File: config.mk
export PLATFORM = sky130hd
export DESIGN_NAME = id_stage
export DESIGN_NICKNAME = d
export VERILOG_FILES = /design/src/rtl/riscv_pkg.sv /design/src/rtl/id_scoreboard.sv /design/src/rtl/id_stage.sv
export SDC_FILE = /design/constraint.sdc
export NUM_CORES = 1
export LEC_CHECK = 0
export ABC_AREA = 1
export CAP_MARGIN = 15
export CORE_MARGIN = 8
export CORE_UTILIZATION = 45
export DETAILED_ROUTE_END_ITERATION = 8
export GPL_TIMING_DRIVEN = 0
export PLACE_DENSITY = 0.8
export SLEW_MARGIN = 30
export SYNTH_ARGS = -nofsm -noshare
export SYNTH_HDL_FRONTEND = slang
export SYNTH_HIERARCHICAL = 1
export SYNTH_SLANG_ARGS = --single-unit
File: constraint.sdc
create_clock -name clk -period 4.69 [get_ports clk]
set_input_delay 0.7035 -clock clk [delete_from_list [all_inputs] [get_ports clk]]
set_output_delay 0.7035 -clock clk [all_outputs]
set_load 0.1 [all_outputs]
File: src/rtl/riscv_pkg.sv
// Shared RV64I decode definitions: opcodes, funct codes, ALU select codes
// (shared with EX), the output-register state type and immediate extraction.
package riscv_pkg;

  localparam int unsigned RISCV_XLEN = 64;

  localparam logic [6:0] OPC_OP     = 7'b0110011;
  localparam logic [6:0] OPC_OP_IMM = 7'b0010011;
  localparam logic [6:0] OPC_LUI    = 7'b0110111;
  localparam logic [6:0] OPC_AUIPC  = 7'b0010111;

  localparam logic [2:0] F3_ADD_SUB = 3'b000;
  localparam logic [2:0] F3_XOR     = 3'b100;
  localparam logic [2:0] F3_OR      = 3'b110;
  localparam logic [2:0] F3_AND     = 3'b111;

  localparam logic [6:0] F7_BASE = 7'b0000000;
  localparam logic [6:0] F7_ALT  = 7'b0100000;

  localparam logic [3:0] RISCV_ALU_ADD = 4'd0;
  localparam logic [3:0] RISCV_ALU_SUB = 4'd1;
  localparam logic [3:0] RISCV_ALU_XOR = 4'd2;
  localparam logic [3:0] RISCV_ALU_OR  = 4'd3;
  localparam logic [3:0] RISCV_ALU_AND = 4'd4;

  typedef enum logic {
    OUT_EMPTY = 1'b0,
    OUT_FULL  = 1'b1
  } out_state_t;

  // I-type immediate, sign-extended to RISCV_XLEN
  function automatic logic [RISCV_XLEN-1:0] imm_i(input logic [31:0] inst);
    return {{(RISCV_XLEN-12){inst[31]}}, inst[31:20]};
  endfunction

  // U-type immediate (upper 20 bits, low 12 zero), sign-extended to RISCV_XLEN
  function automatic logic [RISCV_XLEN-1:0] imm_u(input logic [31:0] inst);
    return {{(RISCV_XLEN-32){inst[31]}}, inst[31:12], 12'h000};
  endfunction

endpackage

File: src/rtl/id_scoreboard.sv
// Busy bitmap of in-flight destination registers plus the RAW hazard check.
// A writeback in the same cycle already counts as retired (bypass), and a
// source matched by the forwarding inputs is satisfied without stalling.
module id_scoreboard
  import riscv_pkg::*;
#(
  parameter int NREG = 32
) (
  input  logic       clk,
  input  logic       rst,
  input  logic       set_en,
  input  logic [4:0] set_rd,
  input  logic       wb_valid,
  input  logic [4:0] wb_rd,
  input  logic       kill_en,
  input  logic [4:0] kill_rd,
  input  logic [4:0] rs1,
  input  logic       rs1_used,
  input  logic [4:0] rs2,
  input  logic       rs2_used,
  input  logic       fwd_valid,
  input  logic [4:0] fwd_rd,
  output logic       fwd1_hit,
  output logic       fwd2_hit,
  output logic       hazard
);

  logic [NREG-1:0] busy;
  logic [NREG-1:0] busy_eff;
  logic [NREG-1:0] wb_mask;
  logic [NREG-1:0] kill_mask;
  logic [NREG-1:0] set_mask;
  logic            rs1_busy;
  logic            rs2_busy;

  assign wb_mask   = wb_valid ? (NREG'(1) << wb_rd)   : '0;
  assign kill_mask = kill_en  ? (NREG'(1) << kill_rd) : '0;
  assign set_mask  = set_en   ? (NREG'(1) << set_rd)  : '0;
  assign busy_eff  = busy & ~wb_mask;

  // Hazard evaluation: x0 is never busy; forwarding satisfies a busy source
  always_comb begin
    rs1_busy = (rs1 != 5'd0) && busy_eff[rs1];
    rs2_busy = (rs2 != 5'd0) && busy_eff[rs2];
    fwd1_hit = fwd_valid && (fwd_rd == rs1) && rs1_busy;
    fwd2_hit = fwd_valid && (fwd_rd == rs2) && rs2_busy;
    hazard   = (rs1_used && rs1_busy && !fwd1_hit) ||
               (rs2_used && rs2_busy && !fwd2_hit);
  end

  // Busy update: clears (writeback, flushed entry) first, then set wins
  always_ff @(posedge clk) begin
    if (rst) begin
      busy <= '0;
    end else begin
      busy    <= (busy & ~wb_mask & ~kill_mask) | set_mask;
      busy[0] <= 1'b0;
    end
  end

endmodule

File: src/rtl/id_stage.sv
// RV64I decode stage: decodes one IF instruction per cycle into the EX operand
// bundle held in a one-entry output register, with scoreboard RAW stalls.
// Optional macro RISCV_ID_FWD_EN adds fwd_valid/fwd_rd/fwd_data EX forwarding.
//
// Handshake: IF transfers when if_valid && id_ready; EX transfers when
// ex_valid && ex_ready. ex_valid is never withdrawn and the bundle never changes
// while ex_ready is low, except that flush drops the held entry.
module id_stage
  import riscv_pkg::*;
#(
  parameter int XLEN = 64,
  parameter int NREG = 32
) (
  input  logic            clk,
  input  logic            rst,
  input  logic            flush,
  input  logic            if_valid,
  input  logic [31:0]     if_inst,
  input  logic [XLEN-1:0] if_pc,
  output logic            id_ready,
  output logic [4:0]      rs1_addr,
  output logic [4:0]      rs2_addr,
  input  logic [XLEN-1:0] rs1_data,
  input  logic [XLEN-1:0] rs2_data,
  input  logic            wb_valid,
  input  logic [4:0]      wb_rd,
`ifdef RISCV_ID_FWD_EN
  input  logic            fwd_valid,
  input  logic [4:0]      fwd_rd,
  input  logic [XLEN-1:0] fwd_data,
`endif
  output logic            ex_valid,
  input  logic            ex_ready,
  output logic [XLEN-1:0] oprand1,
  output logic [XLEN-1:0] oprand2,
  output logic [7:0]      aluop,
  output logic [3:0]      alusel,
  output logic [4:0]      ex_rd,
  output logic            ex_rd_we,
  output logic            ex_illegal,
  output logic [XLEN-1:0] ex_pc
);

`ifndef RISCV_ID_FWD_EN
  logic            fwd_valid;
  logic [4:0]      fwd_rd;
  logic [XLEN-1:0] fwd_data;
  assign fwd_valid = 1'b0;
  assign fwd_rd    = 5'd0;
  assign fwd_data  = '0;
`endif

  out_state_t      state;
  logic [6:0]      opcode;
  logic [2:0]      funct3;
  logic [6:0]      funct7;
  logic [4:0]      rd;
  logic            rs1_used;
  logic            rs2_used;
  logic            fwd1_hit;
  logic            fwd2_hit;
  logic            hazard;
  logic            accept;
  logic [XLEN-1:0] src1;
  logic [XLEN-1:0] src2;
  logic            dec_legal;
  logic [3:0]      dec_alusel;
  logic [XLEN-1:0] dec_op1;
  logic [XLEN-1:0] dec_op2;
  logic            dec_we;

  assign opcode   = if_inst[6:0];
  assign rd       = if_inst[11:7];
  assign funct3   = if_inst[14:12];
  assign funct7   = if_inst[31:25];
  assign rs1_addr = if_inst[19:15];
  assign rs2_addr = if_inst[24:20];

  assign rs1_used = (opcode == OPC_OP) || (opcode == OPC_OP_IMM);
  assign rs2_used = (opcode == OPC_OP);

  assign id_ready = !rst && !flush && (!ex_valid || ex_ready) && !hazard;
  assign accept   = if_valid && id_ready;

  // Source operand values: x0 reads zero, a forwarded producer overrides the regfile
  always_comb begin
    src1 = '0;
    src2 = '0;
    if (rs1_addr != 5'd0) src1 = fwd1_hit ? fwd_data : rs1_data;
    if (rs2_addr != 5'd0) src2 = fwd2_hit ? fwd_data : rs2_data;
  end

  // Instruction decode into the EX bundle; unsupported encodings give zero operands
  always_comb begin
    dec_legal  = 1'b0;
    dec_alusel = RISCV_ALU_ADD;
    dec_op1    = '0;
    dec_op2    = '0;
    case (opcode)
      OPC_OP: begin
        dec_op1 = src1;
        dec_op2 = src2;
        if (funct7 == F7_BASE) begin
          case (funct3)
            F3_ADD_SUB: begin dec_legal = 1'b1; dec_alusel = RISCV_ALU_ADD; end
            F3_XOR:     begin dec_legal = 1'b1; dec_alusel = RISCV_ALU_XOR; end
            F3_OR:      begin dec_legal = 1'b1; dec_alusel = RISCV_ALU_OR;  end
            F3_AND:     begin dec_legal = 1'b1; dec_alusel = RISCV_ALU_AND; end
            default:    dec_legal = 1'b0;
          endcase
        end else if ((funct7 == F7_ALT) && (funct3 == F3_ADD_SUB)) begin
          dec_legal  = 1'b1;
          dec_alusel = RISCV_ALU_SUB;
        end
      end
      OPC_OP_IMM: begin
        dec_op1 = src1;
        dec_op2 = XLEN'(imm_i(if_inst));
        case (funct3)
          F3_ADD_SUB: begin dec_legal = 1'b1; dec_alusel = RISCV_ALU_ADD; end
          F3_XOR:     begin dec_legal = 1'b1; dec_alusel = RISCV_ALU_XOR; end
          F3_OR:      begin dec_legal = 1'b1; dec_alusel = RISCV_ALU_OR;  end
          F3_AND:     begin dec_legal = 1'b1; dec_alusel = RISCV_ALU_AND; end
          default:    dec_legal = 1'b0;
        endcase
      end
      OPC_LUI: begin
        dec_legal = 1'b1;
        dec_op2   = XLEN'(imm_u(if_inst));
      end
      OPC_AUIPC: begin
        dec_legal = 1'b1;
        dec_op1   = if_pc;
        dec_op2   = XLEN'(imm_u(if_inst));
      end
      default: dec_legal = 1'b0;
    endcase
    if (!dec_legal) begin
      dec_alusel = RISCV_ALU_ADD;
      dec_op1    = '0;
      dec_op2    = '0;
    end
  end

  assign dec_we = dec_legal && (rd != 5'd0);

  id_scoreboard #(.NREG(NREG)) u_scoreboard (
    .clk       (clk),
    .rst       (rst),
    .set_en    (accept && dec_we),
    .set_rd    (rd),
    .wb_valid  (wb_valid),
    .wb_rd     (wb_rd),
    .kill_en   (flush && ex_valid && ex_rd_we),
    .kill_rd   (ex_rd),
    .rs1       (rs1_addr),
    .rs1_used  (rs1_used),
    .rs2       (rs2_addr),
    .rs2_used  (rs2_used),
    .fwd_valid (fwd_valid),
    .fwd_rd    (fwd_rd),
    .fwd1_hit  (fwd1_hit),
    .fwd2_hit  (fwd2_hit),
    .hazard    (hazard)
  );

  // Output register FSM: EMPTY/FULL with registered bundle; flush drops the entry
  always_ff @(posedge clk) begin
    if (rst) begin
      state      <= OUT_EMPTY;
      ex_valid   <= 1'b0;
      oprand1    <= '0;
      oprand2    <= '0;
      aluop      <= 8'd0;
      alusel     <= RISCV_ALU_ADD;
      ex_rd      <= 5'd0;
      ex_rd_we   <= 1'b0;
      ex_illegal <= 1'b0;
      ex_pc      <= '0;
    end else if (flush) begin
      state    <= OUT_EMPTY;
      ex_valid <= 1'b0;
    end else if (accept) begin
      state      <= OUT_FULL;
      ex_valid   <= 1'b1;
      oprand1    <= dec_op1;
      oprand2    <= dec_op2;
      aluop      <= {1'b0, opcode};
      alusel     <= dec_alusel;
      ex_rd      <= rd;
      ex_rd_we   <= dec_we;
      ex_illegal <= !dec_legal;
      ex_pc      <= if_pc;
    end else if ((state == OUT_FULL) && ex_ready) begin
      state    <= OUT_EMPTY;
      ex_valid <= 1'b0;
    end
  end

endmodule

==> summary.txt, run 1 <==
Status
  – Status: complete, no violations

Global route
  – First-pass GRT wire length: 94.96 mm
  – Initial antenna violation count: 10
  – Total gr overflow: 0
  – Vias in the first global route: 15,912
  – Largest net degree at the start of global routing: 18
  – Global-route usage over all layers: 0.3583

Place
  – # port buffers: 453
  – DP Area: 17,960 µm²
  – Placed cells: 2,932
  – Routability cong.: 0.9983
  – Pre-CTS WS: -1145 ps
  – Final HPWL DP: 51.29 mm

Clock network
  – Worst-skew pair later-pin latency: 550 ps
  – Clk slew on worst S/H paths: 60 ps
  – H-tree lvl count: 1
  – Clock buffer depth: 3
  – TritonCTS Buffers: 28
  – Hold_buf cts: 0
  – Total clock sinks: 241
  – CTS root buf: clkbuf_16
  – TritonCTS clock tree: done

Hold path
  – Hold Path Depth: 2
  – Worst hold path type: reg -> reg

Yosys
  – Number of flops mapped to enable cells by yosys: 0
  – Library cells used by synthesis: 37
  – Ys flop type: dfxtp_1
  – Leading cell types by count after synthesis: nand2_1 (584), nor2_1 (293), a21oi_1 (260), dfxtp_1 (241), nand3_1 (166)
  – Syn avg cell area: 6.273 µm²
  – Top post-synthesis cells by area: dfxtp_1 (37%), nand2_1 (17%), a21oi_1 (10%), nor2_1 (8.4%), nand3_1 (6.4%)
  – Yosys reg bits: 241
  – Post-synth ARST share: 0
  – Synth top area share: 0.3697
  – Most common cell in the netlist: nand2_1
  – Post-Syn Instances: 2,080
  – Cell Area, Synth: 13,050 µm²
  – Register area share after synthesis: 0.3697
  – Area leader, netlist: dfxtp_1
  – Yosys warns: 6

Pwr
  – Pwr Density: 288.1 nW/µm²
  – P_leak: 0.007430 µW
  – Maximum vdd ir drop: 0.0004001 V

Timing
  – Post-layout min period: 4417 ps
  – Final hold viol count: 0
  – Tcrit/Tclk final: 0.9417
  – Max frequency: 226.4 MHz
  – RSZ-0062 raised after global routing: no
  – Slew HR: 0.3010
  – PnR worst setup slack: 273.5 ps
  – Clock Skew: 8.367 ps
  – Worst-Margin Slew: 1045 ps
  – Setup-failing EPs final: 0
  – Pins Over Slew Limit: 0

Detailed routing
  – Via count: 16,506
  – Via/cell ratio: 5.520
  – Post-DRT Antenna Nets: 0
  – DRC errors left: 0
  – Routed WL: 64.78 mm
  – DR iter-0 viols: 1,521
  – Drt wl/cell: 21.67 µm
  – TritonRoute pass-1 iters: 5

Die
  – Core Region: 28,630 µm²
  – Initial core utilization: 0.4559
  – Die H: 186.3 µm
  – # rows: 62
  – Die width: 186.3 µm
  – Ports: 458
  – Die area: 34,700 µm²

Finish
  – Fin nets: 2,812
  – Finished Layout Cells: 2,990
  – Final instance area: 18,940 µm²
  – Synth-to-layout area growth: 45.17%
  – Layout cells sized above 1: 0.07660
  – Layout fillers: 2,634
  – Multi-input logic area: 6973 µm²
  – Sequential Area: 4825 µm²

Worst setup path
  – Critical path launch point: wb_rd[1]
  – Element type at the critical path start: input port
  – WP data required: 3990 ps
  – R2R depth: 23
  – RR Endpoint: u_scoreboard/busy[12]
  – Highest net fanout along the worst path: 7
  – Crit path DAT: 3710 ps
  – Critical path endpoint category: primary output
  – Reg2reg setup slack: 1250 ps
  – Critical R2R Launch: u_scoreboard/busy[30]
  – Crit path kind: in -> out
  – CP Capture Point: id_ready

Job
  – Max-cap viol count: 0
critical path, cell delays in order:
cell and delay, ps:
clkdlybuf4s50_1 690, nand4_1 200, o21ai_1 480, nand2_1 90
nand2_1 90, nor2_1 40, nand2_1 50, nand3_1 140
nand2_1 140, nand2_1 60, nand2_1 100, nand2_1 90
inv_1 100, nand3_1 80, inv_1 140, clkbuf_2 490
timing repair:
action / CTS / global route
setup endpoints to repair: 26 / 21
resized for setup: 17 / 8
setup buffers: 0 / 0
per-layer routing:
| layer | track usage | vias up | part of all wire |
|---|---|---|---|
| met4 | 0.1718 | 2 | 0.052 |
| met3 | 0.1103 | 174 | 0.11 |
| met2 | 0.5957 | 925 | 0.47 |
| met1 | 0.4161 | 7664 | 0.37 |
| li1 | - | 7741 | - |
| met5 | 0 | - | 0.00020 |
report_power, final:
| part | internal (µW) | switching [µW] | total, µW |
|---|---|---|---|
| Clock | 1450 | 916 | 2370 |
| Combinational | 329 | 657 | 987 |
| Sequential | 2080 | 21.8 | 2100 |
final cells by class:
type,instances,area share
timing repair buffer,453,0.2269
antenna,8,0.001057
clock buffer,40,0.04419
multi-input combinational,1554,0.3681
clock inverter,11,0.008454
inverter,128,0.02576
sequential,241,0.2547
tap,384,0.02536
buffer,171,0.04544
logic make-up (layout without fill, tap and decap cells):
group / count (synthesis) / after routing / synth area share
AOI/OAI and AO/OA: 386 / 386 / 0.1563
DFF: 241 / 241 / 0.3697
buffers and inverters: 300 / 803 / 0.1026
and+or+nand+nor: 1152 / 1152 / 0.3711
other: 1 / 24 / 0.0002874
per-stage QoR:
stage          utilization  total power [µW]  hold WS (ps)  setup TNS (ps)
2_1_floorplan            -              2692         474.6               0
3_3_place_gp        0.6330              3113         451.3          -31090
6_report            0.6618              5458         464.1               0
5_1_grt             0.6618              5622         475.0               0
4_1_cts             0.6630              5456         463.2               0
3_5_place_dp        0.6274              3113         455.0          -29410
state kept, by name (all words and copies together), names as in the netlist:
register,count
ex_pc,64
oprand1,64
ex_illegal,1
state,1
alusel,3
ex_rd_we,1
aluop,7
oprand2,64
u_scoreboard/busy,31
ex_rd,5
how the worst min path moves through the flow:
stage	startpoint	endpoint	slack, ps
2_1_floorplan	u_scoreboard/busy[17]	u_scoreboard/busy[17]	470
3_3_place_gp	oprand1[19]	oprand1[19]	450
3_5_place_dp	oprand1[23]	oprand1[23]	450
4_1_cts	oprand1[23]	oprand1[23]	460
5_1_grt	oprand2[50]	oprand2[50]	480
6_report	oprand1[2]	oprand1[2]	460
cell usage in the layout, fill, tap and decap left out, drive strengths merged, types with 9 or more instances in the layout:
cell and count:
nor2 300, o21ai 85, o211ai 18, a21oi 260, clkdlybuf4s50 405, buf 130, nand4 54, nand2 591
inv 124, clkinv 9, clkbuf 128, nand3 166, dfxtp 241, nor3 12, nand3b 21, conb 16
Power figures use the tool's default switching activity.
==> inputs of run 2 (changes only) <==
Settings changed: ABC_AREA 1 to not set, CORE_AREA set to 8 8 173 175, CORE_MARGIN 8 to not set, CORE_UTILIZATION 45 to not set, DIE_AREA set to 0 0 181 183, PLACE_DENSITY 0.8 to 0.75, SKIP_CTS_REPAIR_TIMING set to 1.
==> summary.txt, run 2 <==
Worst setup path
  – Critical path, cell by cell: clkdlybuf4s50_1 -> buf_4 -> nor2_2 -> a21bo_1 -> nor2_1 -> a211oi_1 -> o221ai_1 -> a32oi_1 -> o2bb2ai_1 -> nor4_2 -> clkbuf_4
  – Worst Path Buf+Inv: 3
  – Crit path DAT: 3870 ps
  – Critical path's top delay family: compound AO/OA/AOI/OAI gates
  – Crit-path slowest cell: clkdlybuf4s50_1
  – WP data required: 3990 ps
  – Crit path kind: in -> out
  – Worst path max stage delay: 510 ps
  – Critical path endpoint category: primary output
  – Element type at the critical path start: input port
  – Highest net fanout along the worst path: 10

Finish
  – Fin nets: 2,060
  – Largest regs: ex_pc (64), oprand1 (64), oprand2 (64)
  – Layout cells sized above 1: 0.08072
  – Layout fillers: 2,467
  – Synth-to-layout area growth: 54.63%
  – Most frequent cells in the layout: clkdlybuf4s50_1 (407), nand2_1 (310), dfxtp_1 (241), a21oi_1 (125), a22oi_1 (116)
  – Sequential Area: 4825 µm²
  – Most common cell after layout, fill and taps aside: clkdlybuf4s50_1
  – Finished Layout Cells: 2,199
  – Final Util: 0.6021
  – Multi-input logic area: 5331 µm²

Clock network
  – Clock buffer depth: 3
  – Worst-skew pair later-pin latency: 540 ps
  – CTS root buf: clkbuf_16
  – TritonCTS clock tree: done
  – TritonCTS Buffers: 28
  – H-tree lvl count: 1
  – Total clock sinks: 241
  – Clk slew on worst S/H paths: 60 ps

Die
  – Core Region: 27,320 µm²
  – Die area: 33,120 µm²
  – Initial core utilization: 0.3894
  – # rows: 61
  – Die width: 181 µm
  – Ports: 458
  – Die H: 183 µm

Global route
  – Initial antenna violation count: 8
  – Total gr overflow: 0
  – First-pass GRT wire length: 72.79 mm
  – Largest net degree at the start of global routing: 15
  – Global-route usage over all layers: 0.2810
  – Vias in the first global route: 12,005

Timing
  – Setup TNS: 0 ps
  – Post-layout min period: 4573 ps
  – Setup-failing EPs final: 0
  – Worst-Margin Slew: 1048 ps
  – Tcrit/Tclk final: 0.9750
  – Pins Over Slew Limit: 0
  – Max frequency: 218.7 MHz
  – Final Hold Slack: 446.0 ps
  – Clock Skew: 11.56 ps
  – Final hold viol count: 0
  – Slew HR: 0.2995

Yosys
  – Post-synth ARST share: 0
  – Yosys warns: 6
  – Cell Area, Synth: 10,640 µm²
  – Area leader, netlist: dfxtp_1
  – Register area share after synthesis: 0.4535
  – Most common cell in the netlist: nand2_1
  – Syn avg cell area: 8.005 µm²
  – Number of flops mapped to enable cells by yosys: 0
  – Synth top area share: 0.4535
  – Ys flop type: dfxtp_1
  – Library cells used by synthesis: 68
  – Post-Syn Instances: 1,329
  – Yosys reg bits: 241
  – Top post-synthesis cells by area: dfxtp_1 (45%), nand2_1 (11%), a22oi_1 (8.2%), a21oi_1 (5.9%), o21ai_1 (4.8%)
  – Leading cell types by count after synthesis: nand2_1 (310), dfxtp_1 (241), a21oi_1 (125), a22oi_1 (116), o21ai_1 (103)

Place
  – Routability cong.: 0.9503
  – # port buffers: 453
  – Final HPWL DP: 38.66 mm
  – Placed cells: 2,141

Pwr
  – P_leak: 0.005841 µW
  – Post-layout power: 5180 µW
  – Pwr Density: 314.9 nW/µm²
  – Maximum vdd ir drop: 0.0002417 V

Detailed routing
  – Via count: 12,132
  – Via/cell ratio: 5.517
  – Routed WL: 49.54 mm
  – Drt wl/cell: 22.53 µm
  – Post-DRT Antenna Nets: 0
  – DRC errors left: 0
  – TritonRoute pass-1 iters: 6
  – DR iter-0 viols: 1,045

Job
  – Max-cap viol count: 0

Hold path
  – Worst hold path type: reg -> reg

Status
  – Status: complete, no violations
-- run 2: cells by family after synthesis --
family / after synthesis / share of synthesized area
simple gates: 460 / 0.1872
compound gates: 454 / 0.2690
flops: 241 / 0.4535
buf+inv: 135 / 0.05481
mux: 24 / 0.02293
xor+xnor: 14 / 0.01223
other cells: 1 / 0.0003525
-- run 2: report_power, final --
group          internal (µW)  total, µW  switching, µW
logic                    321        868            547
clock network           1340       2230            889
registers               2070       2090           14.9
total                   3730       5180           1450
-- run 2: stage by stage --
step | worst slack (ps) | instance area, µm²
2_1_floorplan | 98.62 | 10690
3_3_place_gp | -1216 | 15660
3_5_place_dp | -1197 | 15520
4_1_cts | -829.6 | 16470
5_1_grt | -10.53 | 16450
6_report | 117.1 | 16450
-- run 2: metal layers --
metal / routed length (µm) / GRT usage / share of wire
met4: 1751 / 0.09741 / 0.035
met5: 13 / 0 / 0.00026
met3: 5018 / 0.09438 / 0.10
met2: 23720 / 0.4892 / 0.48
met1: 19030 / 0.3194 / 0.38
-- run 2: worst paths after layout --
| check | startpoint | end | slack, ps | cells after the start |
|---|---|---|---|---|
| hold / removal | oprand1[29] | oprand1[29] | 450 | 2 |
| setup reg to reg | u_scoreboard/busy[7] | u_scoreboard/busy[5] | 990 | 15 |
| setup / recovery | wb_rd[1] | id_ready | 120 | 11 |
| hold reg to reg | oprand1[29] | oprand1[29] | 450 | 2 |
-- run 2: cell type report --
cell class,instances,share of cell area
diodes,7,0.001065
plain buffers,124,0.03324
clock buffers,44,0.05111
clock inverters,7,0.006161
inverters,9,0.002054
multi-input cells,966,0.3241
flip-flops and latches,241,0.2933
well taps,346,0.02632
repair buffers,455,0.2627
-- run 2: tightest hold or removal path: stages (launching register included) --
cell and delay [ps]:
dfxtp_1 320, nand2_1 40, o21ai_0 50
==> inputs of run 3 (changes only) <==
Settings changed: GPL_TIMING_DRIVEN 0 to not set.
==> summary.txt, run 3 (synthesis results as in run 2) <==
Die
  – Initial core utilization: 0.3894
  – # rows: 61
  – Ports: 458
  – Die H: 183 µm
  – Die width: 181 µm
  – Die area: 33,120 µm²
  – Core Region: 27,320 µm²

Timing
  – Setup-failing EPs final: 0
  – Setup TNS: 0 ps
  – Max frequency: 226.2 MHz
  – Slew HR: 0.3027
  – RSZ-0062 raised after global routing: no
  – Final hold viol count: 0
  – Tcrit/Tclk final: 0.9428
  – Pins Over Slew Limit: 0
  – Clock Skew: 16.05 ps
  – Post-layout min period: 4422 ps
  – Final Hold Slack: 443.5 ps
  – Worst-Margin Slew: 1043 ps
  – PnR worst setup slack: 268.5 ps

Clock network
  – H-tree lvl count: 1
  – Worst-skew pair later-pin latency: 550 ps
  – TritonCTS clock tree: done
  – Total clock sinks: 241
  – CTS root buf: clkbuf_16
  – Clock buffer depth: 3
  – TritonCTS Buffers: 27
  – Clk slew on worst S/H paths: 60 ps

Global route
  – First-pass GRT wire length: 71.39 mm
  – Initial antenna violation count: 8
  – Total gr overflow: 0
  – Global-route usage over all layers: 0.2699
  – Largest net degree at the start of global routing: 129
  – Vias in the first global route: 11,628

Finish
  – Most common cell after layout, fill and taps aside: clkdlybuf4s50_1
  – Layout cells sized above 1: 0.09297
  – Largest regs: ex_pc (64), oprand1 (64), oprand2 (64)
  – Fin nets: 1,979
  – Most frequent cells in the layout: clkdlybuf4s50_1 (397), nand2_1 (310), dfxtp_1 (241), a21oi_1 (125), a22oi_1 (116)
  – Synth-to-layout area growth: 52.59%

Detailed routing
  – Post-DRT Antenna Nets: 0
  – Via count: 11,931
  – Drt wl/cell: 22.48 µm
  – Routed WL: 47.60 mm
  – TritonRoute pass-1 iters: 8
  – DR iter-0 viols: 1,029
  – DRC errors left: 0
  – Via/cell ratio: 5.633

Place
  – # port buffers: 455
  – Final HPWL DP: 34.81 mm
  – Pre-CTS WS: -162.6 ps
  – Routability cong.: 0.9348

Worst setup path
  – Worst path max stage delay: 600 ps
  – Worst Path Buf+Inv: 1
  – Highest net fanout along the worst path: 8
  – Reg2reg setup slack: 1000 ps
  – Critical path's top delay family: simple AND/OR/NAND/NOR gates
  – CP dominant cell by count: nand2b_1
  – WP data required: 5160 ps
  – Element type at the critical path start: input port
  – Crit path kind: in -> reg
  – Critical path, cell by cell: clkdlybuf4s50_1 -> or4b_4 -> o21ai_1 -> mux2_1 -> o221ai_2 -> a31oi_1 -> o221ai_1 -> o2bb2ai_1 -> nand2b_1 -> nor4_4 -> nand3_1 -> nor3_1 -> nand2b_1 -> nor3b_1 -> a32oi_1 -> nor2_1
  – Critical path endpoint category: register
  – Crit-path slowest cell: or4b_4
  – Crit path DAT: 4890 ps

Status
  – Status: complete, no violations

Pwr
  – Maximum vdd ir drop: 0.0003049 V
  – P_leak: 0.005846 µW
  – Pwr Density: 313.1 nW/µm²

Hold path
  – Worst hold path type: reg -> reg

Job
  – Max-cap viol count: 0
## run 3: changes by cell type in the layout (fill, tap and decap cells not counted), sizes merged
cell           delta
clkbuf          -101
buf              +25
clkdlybuf4s50    -10
clkinv            +2
inv               +2
diode             +1
## run 3: layout make-up
class                           count  area [µm²]
Fill cell                        2495       11090
Multi-Input combinational cell    966        5315
Sequential cell                   241        4825
Clock inverter                     11       128.9
Timing Repair Buffer              499        4712
Tap cell                          346       432.9
Clock buffer                       38       767.0
Inverter                            9       33.78
Antenna cell                        8       20.02
## run 3: path summary, 6_finish.rpt
path / from / to / depth (start not counted)
worst max register to register: u_scoreboard/busy[7] / u_scoreboard/busy[11] / 15
worst max-delay path: wb_rd[3] / u_scoreboard/busy[11] / 16
worst min-delay path: oprand1[0] / oprand1[0] / 2
worst min register to register: oprand1[0] / oprand1[0] / 2
## run 3: per-stage QoR
step                  util  area, µm²  total power, µW  std cells
global placement    0.5690      15550             2988       2061
CTS                 0.5963      16290             5128       2110
floorplan                -      10690             2600       1342
finish              0.5941      16230             5084       2118
global route        0.5941      16230             5260       2118
detailed placement  0.5636      15400             2987       2061
## run 3: routing by layer
metal,track usage,wire length [µm]
met3,0.09379,5368
met4,0.09315,1384
met1,0.3163,18170
met2,0.4559,22680
met5,0,0
## run 3: where the power goes
part,internal [µW],switching [µW]
clock network,1260,882
registers,2070,13.4
logic,324,537
## run 3: worst register-to-register path, cell delays in order, from the launching register on
cell       delay, ps
dfxtp_1          350
mux2i_1          200
nor2_1            60
a2bb2oi_1        130
a2111o_1         410
a31oi_1          200
o221ai_1         170
o2bb2ai_1        180
nand2b_1         230
nor4_4           190
nand3_1          110
nor3_1           450
nand2b_1         210
nor3b_1          430
a32oi_1          170
nor2_1           140
